## src/rtl/pixel_quad_gen.sv

```systemverilog
// Raster-stream 4-neighbour quad generator: two line buffers plus a left-pixel
// register turn a pixel stream into {top, bottom, left, right} quads for interior centres.
module pixel_quad_gen #(
    parameter int PIX_W = 8,
    parameter int IMG_W = 160,
    parameter int IMG_H = 120
) (
    input  logic               clk,
    input  logic               rst,
    input  logic               in_valid,
    input  logic [PIX_W-1:0]   in_pixel,
    input  logic               in_sof,
    output logic               quad_valid,
    output logic [4*PIX_W-1:0] quad,
    output logic               quad_last,
    output logic               frame_done
);
    localparam int CW = $clog2(IMG_W);
    localparam int RW = $clog2(IMG_H);
    localparam logic [CW-1:0] C_LAST = CW'(IMG_W - 1);
    localparam logic [CW-1:0] C_PEN  = CW'(IMG_W - 2);
    localparam logic [RW-1:0] R_LAST = RW'(IMG_H - 1);
    localparam logic [RW-1:0] R_TWO  = RW'(2);

    logic [CW-1:0]    r_col;
    logic [RW-1:0]    r_row;
    logic [PIX_W-1:0] r_lb0 [IMG_W];  // row r-2
    logic [PIX_W-1:0] r_lb1 [IMG_W];  // row r-1, overwritten in place by row r
    logic [PIX_W-1:0] r_left;

    logic [CW-1:0] w_col, w_col_n, w_cp1;
    logic [RW-1:0] w_row, w_row_n;
    logic          w_sof, w_emit, w_last, w_done;

    // A qualified in_sof relabels the current pixel as (0,0) of a fresh frame.
    assign w_sof = in_valid && in_sof;
    assign w_col = w_sof ? '0 : r_col;
    assign w_row = w_sof ? '0 : r_row;
    assign w_cp1 = (w_col == C_LAST) ? w_col : w_col + CW'(1);

    assign w_emit = in_valid && (w_row >= R_TWO) && (w_col != '0) && (w_col != C_LAST);
    assign w_last = (w_row == R_LAST) && (w_col == C_PEN);
    assign w_done = in_valid && (w_row == R_LAST) && (w_col == C_LAST);

    always_comb begin
        w_col_n = w_col + CW'(1);
        w_row_n = w_row;
        if (w_col == C_LAST) begin
            w_col_n = '0;
            w_row_n = (w_row == R_LAST) ? '0 : w_row + RW'(1);
        end
    end

    always_ff @(posedge clk) begin
        if (rst) begin
            r_col <= '0;
            r_row <= '0;
        end else if (in_valid) begin
            r_col <= w_col_n;
            r_row <= w_row_n;
        end
    end

    // r_left captures the old row r-1 value before it is overwritten, so it
    // serves as the left neighbour when the next column of row r arrives.
    always_ff @(posedge clk) begin
        if (in_valid && !rst) begin
            r_lb0[w_col] <= r_lb1[w_col];
            r_lb1[w_col] <= in_pixel;
            r_left       <= r_lb1[w_col];
        end
    end

    always_ff @(posedge clk) begin
        if (rst) begin
            quad_valid <= 1'b0;
            quad_last  <= 1'b0;
            frame_done <= 1'b0;
            quad       <= '0;
        end else begin
            quad_valid <= w_emit;
            quad_last  <= w_emit && w_last;
            frame_done <= w_done;
            if (w_emit)
                quad <= {r_lb0[w_col], in_pixel, r_left, r_lb1[w_cp1]};
        end
    end
endmodule

```

## config.mk

```make
export PLATFORM = sky130hd
export DESIGN_NAME = pixel_quad_gen
export DESIGN_NICKNAME = d
export VERILOG_FILES = /design/src/rtl/pixel_quad_gen.sv
export SDC_FILE = /design/constraint.sdc
export NUM_CORES = 2
export LEC_CHECK = 0
export CAP_MARGIN = 20
export CORE_MARGIN = 8
export CORE_UTILIZATION = 30
export CTS_CLUSTER_DIAMETER = 50
export DETAILED_ROUTE_END_ITERATION = 12
export GPL_ROUTABILITY_DRIVEN = 0
export PLACE_DENSITY_LB_ADDON = 0.3
export SETUP_SLACK_MARGIN = 0.4
export SLEW_MARGIN = 10
export SYNTH_ARGS = -nofsm -noshare
export SYNTH_HDL_FRONTEND = slang
export SYNTH_SLANG_ARGS = --single-unit
```

## constraint.sdc

```tcl
create_clock -name clk -period 14.2 [get_ports clk]
set_clock_uncertainty 0.1 [all_clocks]
set_input_delay 2.84 -clock clk [delete_from_list [all_inputs] [get_ports clk]]
set_output_delay 2.84 -clock clk [all_outputs]
set_load 0.005 [all_outputs]
```

; ---- After elaboration in Yosys (flattened, before gate mapping)
; Memory sizes are Yosys's and may differ from the RTL's. A register that Yosys moved wholly into a read port is not among the register bits.
; Cells that the tools add are included.
[word_totals]
ff_bits = 58
ram_bits = 2560
inputBits = 12
out_inout_bits = 35
word_cells = 35
mem_count = 2
[op_classes]
addsub = 2
order_cmp = 1
n_eq_ne = 4
muxes = 8
n_reduce_logical = 11
[memory_table]
columns = name, depth, width, read_ports, rd_clocked_by_memory_dff, write_ports, line
row1 = r_lb0, 160, 8, 1, 1, 1, 27  ; logic [PIX_W-1:0] r_lb0 [IMG_W];
row2 = r_lb1, 160, 8, 2, 1, 1, 28  ; logic [PIX_W-1:0] r_lb1 [IMG_W];
[op_table]
columns = op, n
row1 = $mux 8, 3
row2 = $mux 7, 3
row3 = $eq 8x8->1 const B, 2
row4 = $logic_and 1x1->1, 9
row5 = $add 8x1->8 const B, 1
row6 = $ne 8x8->1 const B, 1
row7 = $reduce_bool 8->1, 1
row8 = $add 7x1->7 const B, 1
row9 = $eq 7x7->1 const B, 1
row10 = $ge 7x2->1 const B, 1
row11 = $mux 1, 2
row12 = $logic_not 1->1, 1

; ---- Longest topological paths before layout
[logic_depth]
depth_word = 7
ltp_mapped = 31
depth_no_buf = 16

; ---- Least setup slack after synthesis
; Ideal clock, no wire load.
[synth_path]
path_type = input -> register
startpoint = in in_sof
endpoint = mem r_lb0[0][0] (data pin)
setup_time_ns = 1.452
t_arrival_ns = 11.234
t_required_ns = 12.648
path_slack_ns = 1.414
stages = 13
n_path_buf = 7
path_cell_list = buf_4 and2_1 buf_6 clkbuf_1 nor2_1 buf_2 buf_2 buf_1 clkbuf_1 a32oi_1 a21oi_1 a21oi_1 o21ai_0
[synth_between]
elab_chain_cells = 3
[synth_lines]
columns = element, line
row1 = start: declaration, 12  ; input logic in_sof,
row2 = $logic_and 1x1->1, 36  ; assign w_sof = in_valid && in_sof;
row3 = $mux 8, 37  ; assign w_col = w_sof ? '0 : r_col;
row4 = $mem_v2 160x8, --
row5 = end: declaration, 27
; Every way passes these cells.

; ---- Final worst setup path
[layout_path]
startpoint = in in_sof
endpoint = reg quad[4], read port of r_lb1
[layout_between]
elab_chain_cells = 6
elab_cells_between_ends = 12
cone_classes = add/sub: 1 / order compare: 1 / eq/ne: 2 / mux: 3 / reduce/logical: 5
[layout_lines]
columns = element, line
row1 = $logic_and 1x1->1 (*), 36
row2 = $mux 7, 38  ; assign w_row = w_sof ? '0 : r_row;
row3 = $ge 7x2->1, 41  ; assign w_emit = in_valid && (w_row >= R_TWO) && (w_col != '0) && (w_col != C_LAST);
row4 = $logic_and 1x1->1 (3 in a row), 41
row5 = end: declaration, 14  ; output logic [4*PIX_W-1:0] quad,
; Mark *: on every way between the ends. The rest lies on a longest branch, timed or not.
; A chain may end at the register's enable or synchronous reset.

==> results.json <==
{
  "status": "finished clean",
  "syn_to_final_growth_pct": 16.4,
  "cts_hold_buf": 0,
  "layout_worst_path_cycle_share": 0.686,
  "io_buffers": 46,
  "postCtsSetupBuffers": 0,
  "cts_tree": "done",
  "synth_area_leaders": "edfxtp_1 (66%), nand2_1 (6.3%), mux2i_1 (4.2%)",
  "clkTransAtPathRegs_ns": 0.06,
  "fmax_mhz": 103,
  "path_class": "in2reg",
  "setup.worst_path.end_class": "flip-flop",
  "synth_ff_type": "edfxtp_1",
  "totalPowerFinal_uw": 18800,
  "pre_cts_ws_ns": 3.54,
  "clock_sinks": 2618,
  "yosysWarnings": 0,
  "ir_drop_v": 0.0000958,
  "placement_rows": 228,
  "yosys.area.top_type": "edfxtp_1",
  "antenna_left": 0,
  "worstPathArrival_ns": 10.38,
  "wire_per_inst_microns": 30.8,
  "layout_commonest_cell": "edfxtp_1",
  "htree_num_levels": 5,
  "hold_viol_final": 0,
  "async_reset_ff_frac": 0,
  "synth_cell_type_count": 91,
  "first_global_vias": 80666,
  "synth_cells": 9114,
  "ys_ff_latch": 2618,
  "hp-class": "reg2reg",
  "pwr_density_cell_nw_per_um2": 139,
  "grt-ovfl-total": 0,
  "tns_ns": 0,
  "grt_max_degree": 148,
  "synth_area_sq_um": 116000,
  "final_cell_mix": "edfxtp_1 (2568), nand2_1 (1932), mux2i_1 (486), a21oi_1 (437), a211oi_1 (376)",
  "worst_pin_slew_ns": 1.33,
  "viasPerCell": 5.83,
  "synth_nets": 9133,
  "core-area_sq_um": 385000,
  "insertion_delay_ns": 0.92,
  "die_h_microns": 638,
  "antenna_found_initial": 21,
  "timing.slew.headroom": 0.114,
  "seq_area_frac_synth": 0.674,
  "vias": 85179,
  "dpl.hpwl_microns": 260000,
  "fin_ws_ns": 4.46,
  "rsz0062_at_grt": "no",
  "p_leak_uw": 0.0428,
  "setup_violations": 0,
  "fin_nets": 9171,
  "drt_iter0_drc": 12435,
  "post_cts_resized": 0,
  "drive_above_1_share": 0.136,
  "start_util": 0.301,
  "die_area_sq_um": 407000,
  "cts_buffer_depth": 4,
  "startpoint_type": "input pin",
  "avgSynthCellArea_sq_um": 12.7,
  "ios": 47,
  "synth_top_cell_area_share": 0.665,
  "cp.required_ns": 14.84,
  "maxSlewViolCount": 0,
  "drtPass1Iterations": 8,
  "grt_first_pass_wirelength_microns": 624000,
  "cp_max_fo": 95,
  "cts_buffers": 333,
  "grt_use_total": 0.210,
  "ctsRootBufferMaster": "clkbuf_16",
  "post-route-util": 0.350,
  "fp.dieW_microns": 638,
  "synth_edf_count": 2568,
  "drcViolationCount": 0,
  "finalWirelength_microns": 450000,
  "maxCapViolations": 0,
  "fin_crit_ns": 9.74,
  "fillers": 37042,
  "holdWs_ns": 0.351
}
## sequential cells by signal (all words and copies together), names as in the netlist
name and flops:
r_lb0 1280, r_row 7, quad 32, r_lb1 1280
quad_valid 1, r_col 8, quad_last 1, r_left 8
frame_done 1
## final timing paths
check	to	slack [ns]	cells after the start	start
worst min register to register	quad[13]$_SDFFE_PP0P_	0.35	2	quad[13]$_SDFFE_PP0P_
worst max register to register	quad[4]$_SDFFE_PP0P_	6.47	14	r_col[0]$_SDFFE_PP0P_
worst min-delay path	quad[13]$_SDFFE_PP0P_	0.35	2	quad[13]$_SDFFE_PP0P_
worst max-delay path	quad[4]$_SDFFE_PP0P_	4.46	16	in_sof
## metal layers
metal  track usage  vias to the layer above  routed length, microns
met3        0.0514                     1258                   50400
met2         0.317                     5757                  196000
met5             0                        -                      57
met4         0.118                        8                   30000
li1              -                    35140                       -
met1         0.276                    43016                  174000
## worst max-delay path, stage by stage
cell	delay (ns)
clkdlybuf4s50_1	0.54
buf_12	0.19
a21bo_4	0.73
inv_8	0.41
ha_4	0.79
o41ai_4	0.14
buf_4	0.38
nand2_8	0.54
buf_4	0.66
buf_4	0.92
mux2i_1	0.28
o22ai_1	0.11
nor4_1	0.29
nor4_1	0.18
o32ai_1	0.83
a2111oi_2	0.17
## through the flow
stage / instance area (sq um) / cells
final: 135000 / 14610
after global routing: 135000 / 14597
after CTS: 135000 / 14591
after detailed placement: 124000 / 13987
after global placement: 124000 / 13984
after floorplan: 116000 / 9114
## Yosys cell counts, drive strengths merged, types with 101 or more instances
cell type and instances:
mux2 119, a32oi 154, a31oi 301, nor2 287, buf 456, nor2b 298
a311oi 163, nand3 370, nand2 1938, mux2i 488, edfxtp 2568, a211oi 378
o21ai 101, clkbuf 269, o22ai 120, a21oi 440
## final cells by class
type                            count  area, sq um  share of cell area
Antenna cell                       14         35.0            0.000259
Clock buffer                      392         8750              0.0648
Clock inverter                    212         2410              0.0178
Inverter                           16         75.1            0.000556
Multi-Input combinational cell   5755        35600               0.263
Sequential cell                  2618        78100               0.579
Tap cell                         5175         6470              0.0480
Timing Repair Buffer              428         3590              0.0266
## cell families (layout without fill, tap and decap cells)
| kind of cell | Yosys count | count (layout) | share of synthesized area |
|---|---|---|---|
| compound gates | 1959 | 1959 | 0.117 |
| xor+xnor | 5 | 5 | 0.000378 |
| fa+ha+maj | 7 | 7 | 0.000755 |
| buf+inv | 741 | 1048 | 0.0272 |
| flops | 2618 | 2618 | 0.674 |
| mux | 660 | 660 | 0.0640 |
| other cells | 0 | 14 | 0 |
| simple gates | 3124 | 3124 | 0.117 |
## report_power, final
| part | internal (uW) | total (uW) | switching (uW) |
|---|---|---|---|
| clock network | 5140 | 8580 | 3440 |
| registers | 8620 | 8630 | 8.34 |
| logic | 410 | 1590 | 1180 |
Note: power is estimated with default switching activity, not from simulation.
